**src/rtl/minmax_sequencer.sv**
```systemverilog
// minmax_sequencer: frame-level scheduler that time-multiplexes one external
// max/min comparator to track the running maximum and minimum of a frame of
// `len` unsigned samples, then reports both with a one-cycle done pulse.
//
// Handshake: a sample transfers on a rising clk edge only when in_valid and
// in_ready are both high in that cycle; in_ready is a pure decode of the
// current state (LOAD/WAIT) and never depends combinationally on in_valid.
module minmax_sequencer #(
    parameter int WIDTH   = 8,
    parameter int COUNT_W = 8
) (
    input  logic               clk,
    input  logic               rst,
    input  logic               start,
    input  logic [COUNT_W-1:0] len,
    input  logic               in_valid,
    input  logic [WIDTH-1:0]   in_data,
    output logic               in_ready,
    output logic [WIDTH-1:0]   cmp_a,
    output logic [WIDTH-1:0]   cmp_b,
    output logic               cmp_m,
    input  logic [WIDTH-1:0]   cmp_y,
    output logic               busy,
    output logic               done,
    output logic [WIDTH-1:0]   max_out,
    output logic [WIDTH-1:0]   min_out
);

    typedef enum logic [2:0] {
        S_IDLE    = 3'd0,
        S_LOAD    = 3'd1,
        S_WAIT    = 3'd2,
        S_CMP_MAX = 3'd3,
        S_CMP_MIN = 3'd4,
        S_DONE    = 3'd5
    } state_t;

    state_t             state;
    state_t             next_state;
    logic [COUNT_W-1:0] len_reg;
    logic [COUNT_W-1:0] cnt;
    logic [COUNT_W-1:0] cnt_inc;
    logic [WIDTH-1:0]   max_reg;
    logic [WIDTH-1:0]   min_reg;
    logic [WIDTH-1:0]   smp_reg;
    logic               last_cmp;
    logic               load_last;

    // cnt counts samples folded into the running results; no wrap since len < 2^COUNT_W
    assign cnt_inc   = cnt + COUNT_W'(1);
    assign last_cmp  = (cnt_inc == len_reg);
    assign load_last = (len_reg == COUNT_W'(1));

    // State register with synchronous reset
    always_ff @(posedge clk) begin
        if (rst) begin
            state <= S_IDLE;
        end else begin
            state <= next_state;
        end
    end

    // Next-state decode
    always_comb begin
        next_state = state;
        case (state)
            S_IDLE: begin
                if (start) begin
                    next_state = (len == '0) ? S_DONE : S_LOAD;
                end
            end
            S_LOAD: begin
                if (in_valid) begin
                    next_state = load_last ? S_DONE : S_WAIT;
                end
            end
            S_WAIT: begin
                if (in_valid) begin
                    next_state = S_CMP_MAX;
                end
            end
            S_CMP_MAX: next_state = S_CMP_MIN;
            S_CMP_MIN: next_state = last_cmp ? S_DONE : S_WAIT;
            S_DONE:    next_state = S_IDLE;
            default:   next_state = S_IDLE;
        endcase
    end

    // Output decode: handshake, busy flag and comparator operand steering
    always_comb begin
        in_ready = 1'b0;
        busy     = (state != S_IDLE);
        cmp_a    = '0;
        cmp_b    = '0;
        cmp_m    = 1'b0;
        case (state)
            S_LOAD, S_WAIT: in_ready = 1'b1;
            S_CMP_MAX: begin
                cmp_a = max_reg;
                cmp_b = smp_reg;
                cmp_m = 1'b0;
            end
            S_CMP_MIN: begin
                cmp_a = min_reg;
                cmp_b = smp_reg;
                cmp_m = 1'b1;
            end
            default: ;
        endcase
    end

    // Datapath: frame length, running max/min, sample holding register and results
    always_ff @(posedge clk) begin
        if (rst) begin
            len_reg <= '0;
            cnt     <= '0;
            max_reg <= '0;
            min_reg <= '0;
            smp_reg <= '0;
            max_out <= '0;
            min_out <= '0;
            done    <= 1'b0;
        end else begin
            // done is a flop that is high exactly while the FSM sits in DONE
            done <= (next_state == S_DONE);
            case (state)
                S_IDLE: begin
                    if (start) begin
                        len_reg <= len;
                        cnt     <= '0;
                        if (len == '0) begin
                            max_out <= '0;
                            min_out <= '0;
                        end
                    end
                end
                S_LOAD: begin
                    if (in_valid) begin
                        max_reg <= in_data;
                        min_reg <= in_data;
                        cnt     <= COUNT_W'(1);
                        if (load_last) begin
                            max_out <= in_data;
                            min_out <= in_data;
                        end
                    end
                end
                S_WAIT: begin
                    if (in_valid) begin
                        smp_reg <= in_data;
                    end
                end
                S_CMP_MAX: begin
                    max_reg <= cmp_y;
                end
                S_CMP_MIN: begin
                    min_reg <= cmp_y;
                    cnt     <= cnt_inc;
                    if (last_cmp) begin
                        // max_reg already holds the final maximum from CMP_MAX
                        max_out <= max_reg;
                        min_out <= cmp_y;
                    end
                end
                default: ;
            endcase
        end
    end

endmodule

```
**config.mk**
```make
export PLATFORM = sky130hd
export DESIGN_NAME = minmax_sequencer
export DESIGN_NICKNAME = d
export VERILOG_FILES = /design/src/rtl/minmax_sequencer.sv
export SDC_FILE = /design/constraint.sdc
export NUM_CORES = 1
export LEC_CHECK = 0
export CORE_ASPECT_RATIO = 1.5
export CORE_MARGIN = 3
export CORE_UTILIZATION = 43
export DETAILED_ROUTE_END_ITERATION = 6
export PLACE_DENSITY = 0.69
export SLEW_MARGIN = 20
export SYNTH_ARGS = -nofsm -noshare
export SYNTH_HDL_FRONTEND = slang
export SYNTH_SLANG_ARGS = --single-unit
```
**constraint.sdc**
```tcl
create_clock -name clk -period 2.9 [get_ports clk]
set_input_delay 0.58 -clock clk [delete_from_list [all_inputs] [get_ports clk]]
set_output_delay 0.58 -clock clk [all_outputs]
set_load 0.01 [all_outputs]
```
==> metrics.md, run 1 <==
| Metric | Value |
|---|---|
| Initial antenna violation count | 0 |
| Final Total Pwr | 1.90 mW |
| GR Util met2 | between 30% and 40% |
| Worst slew pin tran | a little under 700 ps |
| Cts hold-fix bufs | 0 |
| DRT Pass-1 Iters | 4 |
| CTS H-tree depth | 3 |
| ANT cells | 0 |
| Crit path kind | reg -> out |
| WL/cell | 15.1 um |
| Seq/Total Area, Yosys | between 30% and 40% |
| Top Ports | between 60 and 70 |
| Fin crit period | about 2800 ps |
| CP max FO | 30 |
| RSZ-0062 raised after global routing | true |
| Critical path's slowest cell | clkdlybuf4s50_1 |
| Vias in the first global route | roughly 2500 |
| Final Util | 57.6% |
| Hold crit path type | reg -> reg |
| CP max stage delay | roughly 480 ps |
| Commonest cells after routing, fill and taps aside | clkdlybuf4s50_1 (62), dfxtp_1 (59), nor2_1 (58) |
| Pwr Density | around 480 nW/um^2 |
| Total Wirelength | approximately 7700 um |
| Startpoint Class | flip-flop |
| Lkg Pwr | about 1.5 nW |
| Hpwl dp | 5500 um |
| Post-route ant nets | 0 |
| Final clock skew | around 6.8 ps |
| Yosys reg bits | 60 |
| Status | finished, final reports clean |
| Total CTS buffers | 9 |
| Drc violations | 0 |
| Setup crit end kind | primary output |
| Max VDD drop | 331 uV |
| GRT Overall Usage | between 10% and 20% |
| Met3 Use GR | roughly 3.3% |
| CP top delay family | buffers and inverters |
| Total placed instance area | approximately 3800 um^2 |
| Crit path arrival time | 2220 ps |
| Initial Utilization | between 40% and 50% |
| Final slew viol count | 0 |
| Fin worst setup slack | 96.9 ps |
| Max Fclk | 0.357 GHz |
| Vias post-DR | about 2800 |
| Netlist cell types | 40 |
| Layout area overhead | 29.2% |
| Via/cell ratio | ~5.5 |
| Setup Viol. Count Final | 0 |
| Worst Path Buf+Inv | 3 |
| Final period util | between 90% and 100% |
| Ys async rst share | 0% |
| Fin. Hold Viols | 0 |
| Max-slew headroom | around 54% |
| Commonest non-fill, non-tap cell in the layout | clkdlybuf4s50_1 |
| Post-synth EDFFs | 0 |
| Nets | around 460 |
| Worst-Skew Late Latency | 350 ps |
| Synthesized cell area | roughly 3000 um^2 |
| Crit-path cells | nor2_1 -> nand2_1 -> clkinv_1 -> buf_12 -> a22o_1 -> clkdlybuf4s50_1 |
| Core Area | between 6000 and 7000 um^2 |
| Post-CTS setup buffers | 0 |
| I/O Buffers | 63 |
| GPL Wtd Cong | about 0.83 |
| Layout cell share with drive strength beyond 1 | 10.9% |
| Yosys warning total | 0 |
| Post-Syn Instances | 367 |
| Final instance area | ~4000 um^2 |
| First-pass GRT wire length | 12300 um |
| Longest Clk Path Bufs | 2 |
| Pin count of the biggest net entering global routing | 76 |
| Max_cap viols | 0 |
| GR Overflow Total | 0 |
| DIE WIDTH | roughly 75 um |
| Die ar. | between 8000 and 9000 um^2 |
| Required @ worst endpoint | ~2300 ps |
| Initial DRC Count | approximately 270 |
| Syn Area/Cell | around 8.4 um^2 |
| CTS root buf | clkbuf_8 |
| Total nets after synthesis | 396 |
| GRT busiest layer | met2 |
| Main synth FF type | dfxtp_1 |
| Clock Pin Slew Worst Setup and Hold Paths | ~60 ps |
| CTS tree | done |
| Clock Sinks | 60 |
| Die height | roughly 110 um |
| # rows | 37 |
| Fin Hold WS | 485 ps |
| Pre-CTS WS | 205 ps |
| Met1 Use GR | between 20% and 30% |
-- timing repair --
item	4_1_cts	5_1_grt
resized for setup	1	2
setup endpoints to repair	7	16
cloned	0	0
pin swaps	0	0
-- power breakdown --
part / total [mW] / internal (mW) / switching [mW]
Combinational: 0.344 / 0.164 / 0.180
Clock: 0.661 / 0.349 / 0.312
Sequential: 0.893 / 0.862 / 0.0309
-- Yosys cell counts, types with 3 or more instances --
master / number / area, um^2
nor4_1: 5 / 31.3
xor2_1: 3 / 26.3
a211oi_1: 12 / 90.1
clkbuf_1: 18 / 67.6
xnor2_1: 9 / 78.8
mux2_4: 10 / 150
nor2b_1: 17 / 106
a21oi_1: 19 / 95.1
nor2_1: 58 / 218
mux2i_1: 8 / 80.1
nand2_1: 40 / 150
nand2b_1: 3 / 18.8
dfxtp_1: 60 / 1200
and2_1: 15 / 93.8
nand3_1: 4 / 20.0
a31oi_1: 3 / 18.8
a22o_1: 8 / 70.1
inv_1: 3 / 11.3
a22oi_1: 19 / 143
a311oi_1: 6 / 52.6
o21ai_0: 7 / 35.0
nor3_1: 14 / 70.1
mux2_2: 6 / 67.6
-- layer usage --
layer / up-vias / wire [um]
li1: 1414 / -
met1: 1298 / 3270
met2: 80 / 3850
met3: 18 / 340
met4: 0 / 241
met5: - / 0
-- path summary, 6_finish.rpt --
check | startpoint | end | slack [ps] | depth (start not counted)
worst max-delay path | state[1] | cmp_a[2] | 100 | 6
worst min-delay path | smp_reg[5] | smp_reg[5] | 480 | 2
worst max register to register | cnt[0] | min_out[4] | 590 | 8
worst min register to register | smp_reg[5] | smp_reg[5] | 480 | 2
-- through the flow --
step                      setup TNS [ps]  instances
after floorplan                        0        367
after global placement                 0        494
after detailed placement               0        494
after CTS                              0        509
after global routing               -11.1        509
final                                  0        509
-- area by class of cell --
type / count / area, um^2
timing repair buffer: 72 / 731
clock buffer: 13 / 159
sequential: 60 / 1200
inverter: 4 / 15.0
clock inverter: 2 / 10.0
tap: 78 / 97.6
fill: 640 / 2930
multi-input combinational: 280 / 1760
-- kinds of logic (layout without fill, tap and decap cells) --
group	Yosys count	count (layout)	synth area share (%)
xor+xnor	12	12	3.42
compound gates	80	80	18.5
mux	24	24	9.69
flops	60	60	39.1
buf+inv	27	91	3.87
fa+ha+maj	1	1	0.407
simple gates	163	163	25.0
-- worst min-delay path, delay by kind of cell, from the launching register on --
| family | cells | cell delay [ps] |
|---|---|---|
| DFF | 1 | 320 |
| and+or+nand+nor | 1 | 70 |
| muxes | 1 | 60 |
(Power assumes the default switching activity.)
==> run 2: changes to the inputs <==
--- a/config.mk
+++ b/config.mk
@@ -6,7 +6,7 @@
 export NUM_CORES = 1
 export LEC_CHECK = 0
 export CORE_ASPECT_RATIO = 1.5
-export CORE_MARGIN = 3
+export CORE_MARGIN = 2
 export CORE_UTILIZATION = 43
 export DETAILED_ROUTE_END_ITERATION = 6
 export PLACE_DENSITY = 0.69
==> run 2 against run 1 <==
  * Count of clock-buffer cells in the layout decreased by 1
  * Largest power group unchanged
  * Sequential cell count stayed put
  * Via count grew 0.96%
==> metrics.md, run 2 (synthesized netlist as in run 1, its figures left out) <==
| Metric | Value |
|---|---|
| Crit path arrival time | 2130 ps (-90 ps) |
| Top Ports | 64 (unchanged) |
| Met1 Use GR | 25.4% (+1.5 points) |
| Vias in the first global route | 2670 (+4.9%) |
| Core Area | 6900 um^2 (unchanged) |
| GPL Wtd Cong | 0.858 (+3.2%) |
| Initial antenna violation count | 0 (unchanged) |
| Via/cell ratio | 5.53 (+0.17%) |
| Commonest non-fill, non-tap cell in the layout | clkdlybuf4s50_1 |
| CTS H-tree depth | 3 (unchanged) |
| Fin. Hold Viols | 0 (unchanged) |
| Longest Clk Path Bufs | 2 (unchanged) |
| Max_cap viols | 0 (unchanged) |
| Max Fclk | 0.369 GHz (+3.4%) |
| WL/cell | 15.1 um (-0.42%) |
| Post-CTS setup buffers | 0 (unchanged) |
| Pwr Density | 501 nW/um^2 (+4.7%) |
| I/O Buffers | 63 (unchanged) |
| CP endpoint | cmp_b[4] |
| Setup Viol. Count Final | 0 (unchanged) |
| Filler cells | 661 (+3.3%) |
| Commonest cells after routing, fill and taps aside | clkdlybuf4s50_1 (62), dfxtp_1 (60), nor2_1 (58) |
| Total Wirelength | 7720 um (+0.36%) |
| Cts hold-fix bufs | 0 (unchanged) |
| DRT Pass-1 Iters | 4 (unchanged) |
| Initial DRC Count | 268 (-1.5%) |
| RSZ-0062 raised after global routing | false |
| GRT busiest layer | met2 |
| Clock Pin Slew Worst Setup and Hold Paths | 60 ps (about the same) |
| Worst slew pin tran | 535 ps (-157 ps) |
| GR Overflow Total | 0 (unchanged) |
| Die ar. | 7850 um^2 (-4.4%) |
| Status | finished, final reports clean |
| Post-CTS resize count | 0 (-1) |
| GR Util met2 | 35.3% (+3.0 points) |
| Crit path kind | reg -> out |
| Cells after DPL | 497 (+0.61%) |
| Sum Neg Setup Slack | 0 ps (unchanged) |
| Final Total Pwr | 2.01 mW (+5.8%) |
| Final period util | 93.5% (-3.2 points) |
| Setup crit end kind | primary output |
| Layout cell share with drive strength beyond 1 | 11.3% (+0.36 points) |
| Met3 Use GR | 3.28% (-0.017 points) |
| CTS root buf | clkbuf_8 |
| Nets | 459 (+0.66%) |
| First-pass GRT wire length | 12700 um (+3.4%) |
| Clock Sinks | 60 (unchanged) |
| Flop2flop setup slack | 580 ps (about the same) |
| Fin worst setup slack | 190 ps (+92.8 ps) |
| Worst-Skew Late Latency | 330 ps (-20 ps) |
| Pre-CTS WS | 191 ps (-14.3 ps) |
| Max VDD drop | 347 uV (+4.8%) |
| Reg2reg start | cnt[3] |
| Hold Path Cell Cnt | 2 (unchanged) |
| Final slew viol count | 0 (unchanged) |
| ANT cells | 0 (unchanged) |
| # rows | 37 (unchanged) |
| CP max FO | 8 (-73%) |
| Drc violations | 0 (unchanged) |
| Layout area overhead | 30.5% |
| Crit path launch | state[1] |
| Hold crit path type | reg -> reg |
| GRT Overall Usage | 20.5% (+0.66 points) |
| Hpwl dp | 5460 um (-0.65%) |
| Lkg Pwr | 1.49 nW (+1.7%) |
| Post-route ant nets | 0 (unchanged) |
| Max-slew headroom | 63.8% (+10 points) |
| Die height | 108 um (-1.8%) |
| CTS tree | done |
| Cell Count, Final, Fillers Out | 513 (+0.79%) |
| Initial Utilization | 44.5% (unchanged) |
| DIE WIDTH | 73.0 um (-2.7%) |
| R2r endpoint | done |
| Worst Reg-to-Reg Cells | 6 (-2) |
| Total CTS buffers | 9 (unchanged) |
| Pin count of the biggest net entering global routing | 53 (-30%) |
| Fin crit period | 2710 ps (-92.8 ps) |
| Required @ worst endpoint | 2320 ps (about the same) |
| Vias post-DR | 2837 (+0.96%) |
| Startpoint Class | flip-flop |
| Final clock skew | 7.26 ps (+0.482 ps) |
[run 2: changes by cell type in the layout (fill, tap and decap cells not counted)]
cell / previous run / this run
buf_4: 6 / 10
and2_1: 14 / 15
and2_2: 1 / 0
buf_12: 3 / 2
bufinv_16: 0 / 1
clkbuf_1: 2 / 1
clkinvlp_4: 0 / 1
dfxtp_1: 59 / 60
dfxtp_2: 1 / 0
nand2_1: 39 / 40
nand2_2: 1 / 0
[run 2: worst max-delay path: stages (launching register included)]
cell	delay [ps]
dfxtp_1	450
nor2b_1	230
nand2_1	100
nand2_1	270
and2_1	200
clkdlybuf4s50_1	540
[run 2: worst min path at each step]
stage / endpoint / startpoint
3_3_place_gp: smp_reg[7] / smp_reg[7]
2_1_floorplan: smp_reg[0] / smp_reg[0]
4_1_cts: len_reg[0] / len_reg[0]
3_5_place_dp: smp_reg[5] / smp_reg[5]
6_report: len_reg[0] / len_reg[0]
5_1_grt: smp_reg[0] / smp_reg[0]
[run 2: cell type report]
cell class	instances	area [um^2]	share of cell area, %
Clock inverter	4	47.5	1.19
Inverter	4	15.0	0.375
Timing Repair Buffer	75	741	18.5
Tap cell	78	97.6	2.43
Sequential cell	60	1200	30.0
Multi-Input combinational cell	280	1750	43.7
Clock buffer	12	155	3.87
[run 2: metrics by stage]
step | util, % | hold WS (ps) | cell area (um^2)
2_1_floorplan | - | 452 | 3070
4_1_cts | 58.1 | 486 | 4010
6_report | 58.1 | 482 | 4010
3_3_place_gp | 55.2 | 466 | 3810
3_5_place_dp | 55.2 | 476 | 3810
5_1_grt | 58.1 | 507 | 4010
[run 2: metal layers]
metal	part of all wire (%)	vias up	routed length [um]
met5	0	-	0
met2	51	91	3980
met4	1.3	0	101
met1	42	1326	3260
li1	-	1414	-
met3	5.0	6	385
[run 2: where the power goes]
part / internal, mW / switching [mW] / total [mW]
Sequential: 0.861 / 0.0308 / 0.892
Combinational: 0.168 / 0.181 / 0.349
Clock: 0.441 / 0.325 / 0.767
Total: 1.47 / 0.538 / 2.01
